==> src/rtl/tinyml_display_pkg.sv <==
// Constants and types shared by the DSI display stage and its overlay stages.
// A video beat carries two pixels per clock, 8 bits per channel per pixel.
package tinyml_display_pkg;

   localparam int DSI_H_ACTIVE = 1080;
   localparam int DSI_V_ACTIVE = 1920;
   localparam int PIX_W        = 8;
   localparam int PPC          = 2;
   localparam int CH_W         = PIX_W * PPC;
   localparam int RGB_W        = 3 * PIX_W;

   typedef struct packed {
      logic            hs;
      logic            vs;
      logic            valid;
      logic [CH_W-1:0] r;
      logic [CH_W-1:0] g;
      logic [CH_W-1:0] b;
   } video_t;

endpackage

==> src/rtl/tinyml_display_box_hit.sv <==
// Combinational test of whether one pixel lies on the border of the box
// outline. Widened arithmetic keeps x0+t from overflowing and lets x1-t go negative.
module tinyml_display_box_hit #(
   parameter int COORD_W = 11
) (
   input  logic [COORD_W-1:0] x,
   input  logic [COORD_W-1:0] y,
   input  logic [COORD_W-1:0] x0,
   input  logic [COORD_W-1:0] y0,
   input  logic [COORD_W-1:0] x1,
   input  logic [COORD_W-1:0] y1,
   input  logic [3:0]         thick,
   input  logic               box_en,
   output logic               hit
);

   localparam int W = COORD_W + 1;

   logic [W-1:0] t_w;
   logic [W-1:0] ix0, iy0, ix1, iy1;
   logic         x_under, y_under;
   logic         outer, inner;

   assign t_w = W'(thick);
   assign ix0 = {1'b0, x0} + t_w;
   assign iy0 = {1'b0, y0} + t_w;
   assign ix1 = {1'b0, x1} - t_w;
   assign iy1 = {1'b0, y1} - t_w;

   // An inner edge pushed below zero leaves no inner rectangle at all.
   assign x_under = {1'b0, x1} < t_w;
   assign y_under = {1'b0, y1} < t_w;

   assign outer = (x >= x0) && (x <= x1) && (y >= y0) && (y <= y1);
   assign inner = !x_under && !y_under &&
                  ({1'b0, x} >= ix0) && ({1'b0, x} <= ix1) &&
                  ({1'b0, y} >= iy0) && ({1'b0, y} <= iy1);

   assign hit = box_en && (thick != 4'd0) && outer && !inner;

endmodule

==> src/rtl/tinyml_display_box_overlay.sv <==
// Draws one bounding-box outline over the 2-pixel-per-clock display stream.
// Two register stages: per-lane hit flags, then the colour mux.
module tinyml_display_box_overlay
   import tinyml_display_pkg::*;
#(
   parameter int H_ACTIVE = DSI_H_ACTIVE,
   parameter int V_ACTIVE = DSI_V_ACTIVE,
   parameter int COORD_W  = 11
) (
   input  logic               clk,
   input  logic               rst_n,
   input  logic               in_hs,
   input  logic               in_vs,
   input  logic               in_valid,
   input  logic [15:0]        in_r,
   input  logic [15:0]        in_g,
   input  logic [15:0]        in_b,
   input  logic               cfg_box_en,
   input  logic [COORD_W-1:0] cfg_x0,
   input  logic [COORD_W-1:0] cfg_y0,
   input  logic [COORD_W-1:0] cfg_x1,
   input  logic [COORD_W-1:0] cfg_y1,
   input  logic [3:0]         cfg_thick,
   input  logic [23:0]        cfg_colour,
   output logic               out_hs,
   output logic               out_vs,
   output logic               out_valid,
   output logic [15:0]        out_r,
   output logic [15:0]        out_g,
   output logic [15:0]        out_b,
   output logic               frame_done
);

   localparam int XP_W = COORD_W - 1;
   localparam logic [XP_W-1:0]    X_LAST = XP_W'(H_ACTIVE / 2 - 1);
   localparam logic [COORD_W-1:0] Y_LAST = COORD_W'(V_ACTIVE - 1);

   logic               vs_prev_q, vs_prev_d;
   logic               hs_prev_q, hs_prev_d;
   logic               valid_prev_q, valid_prev_d;
   logic [XP_W-1:0]    x_pair_q, x_pair_d;
   logic [COORD_W-1:0] y_line_q, y_line_d;

   logic               sh_en_q, sh_en_d;
   logic [COORD_W-1:0] sh_x0_q, sh_x0_d, sh_y0_q, sh_y0_d;
   logic [COORD_W-1:0] sh_x1_q, sh_x1_d, sh_y1_q, sh_y1_d;
   logic [3:0]         sh_thick_q, sh_thick_d;
   logic [RGB_W-1:0]   sh_colour_q, sh_colour_d;

   video_t             s1_q, s1_d;
   logic [PPC-1:0]     hit_q, hit_d;
   logic [RGB_W-1:0]   colour_s1_q, colour_s1_d;
   logic               last_s1_q, last_s1_d;
   video_t             out_q, out_d;
   logic               frame_done_q, frame_done_d;

   logic               vs_rise, hs_rise, valid_fall;
   logic [XP_W-1:0]    cur_x;
   logic [COORD_W-1:0] cur_y;
   logic [PPC-1:0]     lane_hit;

   // Edge detection, pixel coordinates, counters and the per-frame shadow.
   always_comb begin
      // NOTE: every output of a combinational block gets a value on every path
      // (defaults first), otherwise synthesis infers a latch.
      vs_rise    = in_vs & ~vs_prev_q;
      hs_rise    = in_hs & ~hs_prev_q;
      valid_fall = valid_prev_q & ~in_valid;

      // A vs rise on a valid cycle places that pixel at the frame origin.
      cur_x = (vs_rise || hs_rise) ? '0 : x_pair_q;
      cur_y = vs_rise ? '0 : y_line_q;

      sh_en_d     = sh_en_q;
      sh_x0_d     = sh_x0_q;
      sh_y0_d     = sh_y0_q;
      sh_x1_d     = sh_x1_q;
      sh_y1_d     = sh_y1_q;
      sh_thick_d  = sh_thick_q;
      sh_colour_d = sh_colour_q;
      if (vs_rise) begin
         sh_en_d     = cfg_box_en;
         sh_x0_d     = cfg_x0;
         sh_y0_d     = cfg_y0;
         sh_x1_d     = cfg_x1;
         sh_y1_d     = cfg_y1;
         sh_thick_d  = cfg_thick;
         sh_colour_d = cfg_colour;
      end

      x_pair_d = cur_x;
      if (in_valid && cur_x != X_LAST) x_pair_d = cur_x + XP_W'(1);
      y_line_d = cur_y;
      if (valid_fall && !vs_rise && cur_y != Y_LAST) y_line_d = cur_y + COORD_W'(1);

      vs_prev_d    = in_vs;
      hs_prev_d    = in_hs;
      valid_prev_d = in_valid;
   end

   tinyml_display_box_hit #(.COORD_W(COORD_W)) u_hit_lane0 (
      .x      ({cur_x, 1'b0}),
      .y      (cur_y),
      .x0     (sh_x0_d),
      .y0     (sh_y0_d),
      .x1     (sh_x1_d),
      .y1     (sh_y1_d),
      .thick  (sh_thick_d),
      .box_en (sh_en_d),
      .hit    (lane_hit[0])
   );

   tinyml_display_box_hit #(.COORD_W(COORD_W)) u_hit_lane1 (
      .x      ({cur_x, 1'b1}),
      .y      (cur_y),
      .x0     (sh_x0_d),
      .y0     (sh_y0_d),
      .x1     (sh_x1_d),
      .y1     (sh_y1_d),
      .thick  (sh_thick_d),
      .box_en (sh_en_d),
      .hit    (lane_hit[1])
   );

   // Pipeline: stage 1 holds the beat and its hit flags, stage 2 the overlaid beat.
   always_comb begin
      s1_d        = '{hs: in_hs, vs: in_vs, valid: in_valid, r: in_r, g: in_g, b: in_b};
      hit_d       = lane_hit & {PPC{in_valid}};
      colour_s1_d = sh_colour_d;
      last_s1_d   = in_valid && (cur_x == X_LAST) && (cur_y == Y_LAST);

      out_d = s1_q;
      for (int l = 0; l < PPC; l++) begin
         if (hit_q[l]) begin
            out_d.r[l*PIX_W +: PIX_W] = colour_s1_q[0       +: PIX_W];
            out_d.g[l*PIX_W +: PIX_W] = colour_s1_q[PIX_W   +: PIX_W];
            out_d.b[l*PIX_W +: PIX_W] = colour_s1_q[2*PIX_W +: PIX_W];
         end
      end
      frame_done_d = last_s1_q;
   end

   // NOTE: sequential state uses non-blocking assignments so every flop samples
   // pre-edge values regardless of statement order.
   always_ff @(posedge clk or negedge rst_n) begin
      if (!rst_n) begin
         vs_prev_q    <= 1'b0;
         hs_prev_q    <= 1'b0;
         valid_prev_q <= 1'b0;
         x_pair_q     <= '0;
         y_line_q     <= '0;
         sh_en_q      <= 1'b0;
         sh_x0_q      <= '0;
         sh_y0_q      <= '0;
         sh_x1_q      <= '0;
         sh_y1_q      <= '0;
         sh_thick_q   <= '0;
         sh_colour_q  <= '0;
         s1_q         <= '0;
         hit_q        <= '0;
         colour_s1_q  <= '0;
         last_s1_q    <= 1'b0;
         out_q        <= '0;
         frame_done_q <= 1'b0;
      end else begin
         vs_prev_q    <= vs_prev_d;
         hs_prev_q    <= hs_prev_d;
         valid_prev_q <= valid_prev_d;
         x_pair_q     <= x_pair_d;
         y_line_q     <= y_line_d;
         sh_en_q      <= sh_en_d;
         sh_x0_q      <= sh_x0_d;
         sh_y0_q      <= sh_y0_d;
         sh_x1_q      <= sh_x1_d;
         sh_y1_q      <= sh_y1_d;
         sh_thick_q   <= sh_thick_d;
         sh_colour_q  <= sh_colour_d;
         s1_q         <= s1_d;
         hit_q        <= hit_d;
         colour_s1_q  <= colour_s1_d;
         last_s1_q    <= last_s1_d;
         out_q        <= out_d;
         frame_done_q <= frame_done_d;
      end
   end

   assign out_hs     = out_q.hs;
   assign out_vs     = out_q.vs;
   assign out_valid  = out_q.valid;
   assign out_r      = out_q.r;
   assign out_g      = out_q.g;
   assign out_b      = out_q.b;
   assign frame_done = frame_done_q;

endmodule

==> config.mk <==
export PLATFORM = sky130hd
export DESIGN_NAME = tinyml_display_box_overlay
export DESIGN_NICKNAME = d
export VERILOG_FILES = /design/src/rtl/tinyml_display_pkg.sv /design/src/rtl/tinyml_display_box_hit.sv /design/src/rtl/tinyml_display_box_overlay.sv
export SDC_FILE = /design/constraint.sdc
export NUM_CORES = 1
export LEC_CHECK = 0
export BUFFER_PORTS_ARGS = -buffer_cell sky130_fd_sc_hd__buf_4
export CORE_MARGIN = 3
export CORE_UTILIZATION = 57
export DETAILED_ROUTE_END_ITERATION = 7
export PLACE_DENSITY = 0.81
export SETUP_SLACK_MARGIN = 0.3
export SLEW_MARGIN = 20
export SYNTH_ARGS = -nofsm -noshare
export SYNTH_HDL_FRONTEND = slang
export SYNTH_SLANG_ARGS = --single-unit
==> constraint.sdc <==
create_clock -name clk -period 5.81 [get_ports clk]
set_clock_uncertainty 0.15 [all_clocks]
set_input_delay 0.581 -clock clk [delete_from_list [all_inputs] [get_ports clk]]
set_output_delay 0.581 -clock clk [all_outputs]
set_load 0.02 [all_outputs]
==> flow_metrics.env, run 1 <==
export IMPL_clock_latency_ns=0.44
export IMPL_critical_path_slowest_cell="and2b_2"
export IMPL_r2r_start="out_d[49]$_DFF_PN0_"
export IMPL_max_freq_ghz=0.200
export IMPL_power_total_mw=3.66
export IMPL_die_x_um=143
export IMPL_area_growth_syn_to_layout_pct=20.9
export IMPL_avgRoutedWirePerCell_um=18.9
export IMPL_rows=49
export IMPL_slowest_delay_ns=0.59
export IMPL_dieArea_um2=20300
export IMPL_tns_ns=0
export IMPL_period_needed_ns=5.00
export IMPL_cts_root_buf="clkbuf_16"
export IMPL_worstReg2RegEnd="hit_q[1]$_DFF_PN0_"
export IMPL_rrSetupSlack_ns=0.81
export IMPL_worstMarginPinSlew_ns=0.805
export IMPL_synth_yosys_seq_area_share_pct=47.1
export IMPL_clockBufferDepth=2
export IMPL_place_area_um2=12200
export IMPL_initial_utilization_pct=58.6
export IMPL_synthArstFlopShare_pct=100
export IMPL_cp_max_fo=24
export IMPL_final_nets=1404
export IMPL_drt_iter0_drc=432
export IMPL_layout_common_cells="dfrtp_1, buf_4, nand2_1, ha_1, inv_1"
export IMPL_cp_cell_sequence="and2b_2, nand2_1, nand2_1, ha_1, nor2b_1, o311ai_0, a21oi_1, or3_1, or3_1, xnor2_1, ha_1, o21a_1, o21ai_0, o311ai_0, a21oi_1, o32a_1, a211oi_1"
export IMPL_synth_edff_count=0
export IMPL_rsz0062_at_grt="no"
export IMPL_slew_violations=0
export IMPL_crit_arrival_ns=5.19
export IMPL_p_leak_nw=6.55
export IMPL_antenna_found_initial=0
export IMPL_cts_sinks=200
export IMPL_dp_hpwl_mm=20.1
export IMPL_antenna_left=0
export IMPL_worst_r2r_cell_count=17
export IMPL_drive_gt1_share_pct=24.3
export IMPL_diodes=0
export IMPL_avgSynthCellArea_um2=10.7
export IMPL_fin_crit_sh_pct=86.0
export IMPL_dr_total_vias=8123
export IMPL_ys_ff_latch=200
export IMPL_fin_area_um2=12800
export IMPL_cap_violations=0
export IMPL_grt_max_degree=104
export IMPL_crit_required_ns=6.00
export IMPL_end_kind="flop"
export IMPL_nFillCells=1346
export IMPL_ios=178
export IMPL_ctsHoldBuffers=0
export IMPL_power_per_cell_area_nw_per_um2=285
export IMPL_postLayoutCoreUtil_pct=70.8
export IMPL_gr_total_overflow=0
export IMPL_cts_buffers=17
export IMPL_die_h_um=143
export IMPL_status="finished clean"
export IMPL_coreArea_um2=18100
export IMPL_irDropWorstVdd_mv=0.219
export IMPL_place_congestion=0.889
export IMPL_cts_setup_buffers=0
export IMPL_finalHoldViolCount=0
export IMPL_synth_nets=1222
export IMPL_finalSetupViolCount=0
export IMPL_ys_flop_type="dfrtp_1"
export IMPL_synth_warnings=0
export IMPL_maxSlewHeadroom_pct=46.4
export IMPL_worst_setup_path_type="flop to flop"
export IMPL_firstDrtPassIters=5
export IMPL_drc=0
export IMPL_syn_instance_count=995
export IMPL_gr_usage_all_layers_pct=27.3
export IMPL_startpoint_type="flop"
export IMPL_routed_wl_mm=26.9
export IMPL_synth_distinct_cells=67
export IMPL_cts_resized=0
export IMPL_grt_pass1_vias=8507
export IMPL_path_clk_slew_ns=0.08
export IMPL_routed_via_density=5.72
export IMPL_synth_area_um2=10600
export IMPL_grt_pass1_wl_mm=43.5
export IMPL_io_buffer_count=177
export IMPL_hold_path_class="input pin to async pin"
export IMPL_final_common_cell="dfrtp_1"
export IMPL_htreeDepth=4
export IMPL_cts_tree="yes"
[kinds of logic (layout without fill, tap and decap cells)]
family                     Yosys count  after routing  synth area share (%)
and+or+nand+nor                    312            312                  14.3
DFF                                200            200                  47.1
AOI/OAI and AO/OA                  119            119                  7.83
adders and majority gates          105            105                  12.4
buffers and inverters              104            299                  3.92
muxes                               91             91                  9.20
xor gates and xnor gates            64             64                  5.27
[worst max-delay path: cells and delay by family, from the launching register on]
kind / cells / cell delay [ns]
flip-flops: 1 / 0.43
AND/OR/NAND/NOR: 6 / 1.85
AO/OA/AOI/OAI: 8 / 1.72
adder cells (fa/ha/maj): 2 / 0.58
XOR/XNOR: 1 / 0.14
[power breakdown]
group | leakage (nW) | internal [mW] | switching, mW | total [mW]
Clock | 0.304 | 0.625 | 0.596 | 1.22
Combinational | 3.83 | 0.380 | 0.495 | 0.875
Sequential | 2.41 | 1.50 | 0.0651 | 1.57
Total | 6.55 | 2.51 | 1.16 | 3.66
[synth_stat cells, types with 15 or more instances]
library cell    n  share of area (%)
dfrtp_1       200                 47
nand2_1       146                5.2
ha_1           99                 12
inv_1          78                2.8
mux2_2         51                5.4
xnor2_1        49                4.0
mux2i_1        39                3.7
nor2_1         34                1.2
a21oi_1        30                1.4
nand3_1        25                1.2
and2_1         19                1.1
o21ai_0        19               0.89
clkbuf_1       15               0.53
nand4_1        15               0.88
xor2_1         15                1.2
[worst max-delay path by stage]
stage,startpoint,endpoint,depth (start not counted)
6_report,out_d[49]$_DFF_PN0_,hit_q[1]$_DFF_PN0_,17
5_1_grt,out_d[49]$_DFF_PN0_,hit_q[0]$_DFF_PN0_,18
4_1_cts,out_d[49]$_DFF_PN0_,hit_q[0]$_DFF_PN0_,18
3_5_place_dp,in_vs,hit_q[0]$_DFF_PN0_,19
3_3_place_gp,in_vs,hit_q[0]$_DFF_PN0_,17
2_1_floorplan,in_vs,hit_q[1]$_DFF_PN0_,23
[cell type report]
cell class | instances | area, µm² | area share (%)
multi-input combinational | 691 | 5210 | 40.6
clock inverter | 15 | 201 | 1.57
sequential | 200 | 5010 | 39.0
clock buffer | 17 | 425 | 3.31
tap | 229 | 287 | 2.23
timing repair buffer | 189 | 1430 | 11.1
inverter | 78 | 293 | 2.28
[stage by stage]
step	cells	hold WS [ns]	worst slack, ns
floorplan	995	0.135	0.496
global placement	1387	0.186	0.815
detailed placement	1387	0.186	0.652
CTS	1419	0.0742	0.853
global route	1419	0.0628	0.327
finish	1419	0.0754	0.814
[sequential cells by signal (all words and copies together), names as in the netlist]
register	cells
sh_y0_q	11
hit_q	2
out_valid	1
y_line_q	11
sh_y1_q	11
sh_x1_q	11
out_r	16
frame_done_d	1
out_b	16
out_g	16
sh_x0_q	11
frame_done	1
out_vs	1
s1_q	48
x_pair_q	10
out_d	3
out_hs	1
colour_s1_q	24
sh_thick_q	4
sh_en_q	1
[routing by layer]
layer	share of wire, %	vias to the layer above	GRT usage, %
li1	-	3798	-
met1	44	4013	37.0
met2	48	273	45.3
met3	6.4	39	5.17
met4	1.8	0	7.25
met5	0	-	0
Note: power is estimated with default switching activity, not from simulation.
==> run 2, diff against run 1 <==
--- a/config.mk
+++ b/config.mk
@@ -10,6 +10,7 @@
 export CORE_UTILIZATION = 57
 export DETAILED_ROUTE_END_ITERATION = 7
 export PLACE_DENSITY = 0.81
+export RECOVER_POWER = 25
 export SETUP_SLACK_MARGIN = 0.3
 export SLEW_MARGIN = 20
 export SYNTH_ARGS = -nofsm -noshare
==> run 2 against run 1 <==
The flow now finishes with violations (capacitance limit, slew limit); non-clock buffer count unchanged; first-iteration DRC count increased by 5.3%; power about the same; combinational power is essentially flat; cell count did not move; highest routed layer unchanged; critical path type unchanged; cell area down 0.13%; sequential cell count is the same; worst setup slack better by 0.0064 ns; clock power about the same; critical path depth increased by 1; register-to-register slack about the same.
==> flow_metrics.env, run 2 (same netlist as run 1, synthesis figures left out) <==
export IMPL_coreArea_um2=18100
export IMPL_reg_top3="s1_q x48, colour_s1_q x24"
export IMPL_place_congestion=0.889
export IMPL_grt_pass1_wl_mm=43.5
export IMPL_clockBufferDepth=2
export IMPL_max_freq_ghz=0.200
export IMPL_slowest_delay_ns=0.46
export IMPL_io_buffer_count=177
export IMPL_maxSlewHeadroom_pct=-198
export IMPL_drt_iter0_drc=455
export IMPL_crit_required_ns=5.99
export IMPL_drc=0
export IMPL_ctsHoldBuffers=0
export IMPL_cap_violations=1
export IMPL_rows=49
export IMPL_diodes=0
export IMPL_initial_utilization_pct=58.6
export IMPL_cts_setup_buffers=0
export IMPL_worstReg2RegEnd="hit_q[0]$_DFF_PN0_"
export IMPL_routed_wl_mm=26.8
export IMPL_avgRoutedWirePerCell_um=18.9
export IMPL_gr_usage_all_layers_pct=27.3
export IMPL_grt_pass1_vias=8507
export IMPL_firstDrtPassIters=5
export IMPL_antenna_left=0
export IMPL_status="complete, but fails checks"
export IMPL_finalHoldViolCount=0
export IMPL_stdcell_count=1419
export IMPL_irDropWorstVdd_mv=0.219
export IMPL_period_needed_ns=4.99
export IMPL_p_leak_nw=6.53
export IMPL_postLayoutCoreUtil_pct=70.7
export IMPL_ios=178
export IMPL_fin_crit_sh_pct=85.9
export IMPL_final_nets=1404
export IMPL_startpoint_type="flop"
export IMPL_grt_max_degree=104
export IMPL_largest_reg_flops=48
export IMPL_cts_tree="yes"
export IMPL_whs_path_depth=1
export IMPL_area_growth_syn_to_layout_pct=20.7
export IMPL_violations="capacitance limit, slew limit"
export IMPL_cts_buffers=17
export IMPL_worst_setup_path_type="flop to flop"
export IMPL_antenna_found_initial=0
export IMPL_clock_latency_ns=0.44
export IMPL_worst_path_buf_inv=1
export IMPL_top_register="s1_q"
export IMPL_slew_violations=104
export IMPL_cts_sinks=200
export IMPL_finalSetupViolCount=0
export IMPL_hold_path_class="input pin to flop"
export IMPL_r2r_start="out_d[49]$_DFF_PN0_"
export IMPL_dp_hpwl_mm=20.1
export IMPL_path_clk_slew_ns=0.08
export IMPL_cp_cell_sequence="nand2b_4, buf_4, nand2_1, nand2_1, ha_1, or4_1, or4_4, nand2_1, nand2_1, xnor2_1, ha_1, a211oi_1, o211a_1, o311a_1, a2111oi_2, or4_4, nor4_1, nor3_1"
export IMPL_cp_max_fo=30
export IMPL_dieArea_um2=20300
export IMPL_cts_root_buf="clkbuf_16"
export IMPL_htreeDepth=4
export IMPL_path_common_cell="nand2_1"
export IMPL_crit_arrival_ns=5.17
export IMPL_cts_resized=0
export IMPL_rsz0062_at_grt="no"
export IMPL_worst_r2r_cell_count=18
export IMPL_dr_total_vias=8162
export IMPL_die_x_um=143
export IMPL_die_h_um=143
export IMPL_whs_endpoint="s1_q[4]$_DFF_PN0_"
export IMPL_final_common_cell="dfrtp_1"
export IMPL_layout_common_cells="dfrtp_1, nand2_1, buf_4, ha_1, inv_1"
export IMPL_worstMarginPinSlew_ns=4.47
export IMPL_critical_path_slowest_cell="or4_1"
export IMPL_gr_total_overflow=0
export IMPL_power_per_cell_area_nw_per_um2=285
export IMPL_end_kind="flop"
export IMPL_min_from="in_b[4]"
export IMPL_place_area_um2=12200
export IMPL_seq_area_um2=5010
export IMPL_fin_area_um2=12800
export IMPL_power_total_mw=3.66
export IMPL_dp_cells=1387
export IMPL_drive_gt1_share_pct=23.9
export IMPL_nFillCells=1347
export IMPL_crit_family="simple AND/OR/NAND/NOR gates"
export IMPL_routed_via_density=5.75
export IMPL_tns_ns=0
export IMPL_rrSetupSlack_ns=0.82
export IMPL_multi_input_area_um2=5210
-- run 2: cell types whose count changed in the layout (fill, tap and decap cells not counted) --
cell / before / now
clkbuf_4: 0 / 47
clkbuf_8: 1 / 0
buf_4: 188 / 137
clkbuf_1: 0 / 4
dlymetal6s4s_1: 0 / 1
-- run 2: area by class of cell --
class                      count  area share (%)
tap                          229            2.23
inverter                      78            2.28
clock buffer                  17            3.32
sequential                   200            39.0
multi-input combinational    691            40.6
clock inverter                15            1.57
timing repair buffer         189            11.0
-- run 2: how the worst max path moves through the flow --
stage | start | to | slack (ns) | cells after the start
finish | out_d[49]$_DFF_PN0_ | hit_q[0]$_DFF_PN0_ | 0.82 | 18
CTS | out_d[49]$_DFF_PN0_ | hit_q[0]$_DFF_PN0_ | 0.85 | 18
global route | rst_n | x_pair_q[1]$_DFF_PN0_ | 0.31 | 1
detailed placement | in_vs | hit_q[0]$_DFF_PN0_ | 0.65 | 19
global placement | in_vs | hit_q[0]$_DFF_PN0_ | 0.81 | 17
floorplan | in_vs | hit_q[1]$_DFF_PN0_ | 0.50 | 23
-- run 2: layer usage --
layer  track usage [%]  vias to the layer above  part of all wire (%)  routed length [µm]
met2              45.3                      289                    48               13000
li1                  -                     3797                     -                   -
met3              5.17                       40                   6.1                1650
met1              37.0                     4036                    44               11700
met4              7.25                        0                   1.8                 485
met5                 0                        -                     0                   0
-- run 2: power by group --
group | switching (mW) | total, mW | leakage [nW] | internal [mW]
Sequential | 0.0648 | 1.57 | 2.41 | 1.50
Combinational | 0.495 | 0.872 | 3.82 | 0.377
Clock | 0.596 | 1.22 | 0.304 | 0.625
Total | 1.16 | 3.66 | 6.53 | 2.51
-- run 2: through the flow --
stage,setup slack (ns),hold slack [ns]
floorplan,0.496,0.135
global placement,0.815,0.186
detailed placement,0.652,0.186
CTS,0.853,0.0742
global route,0.310,0.0849
finish,0.821,0.112
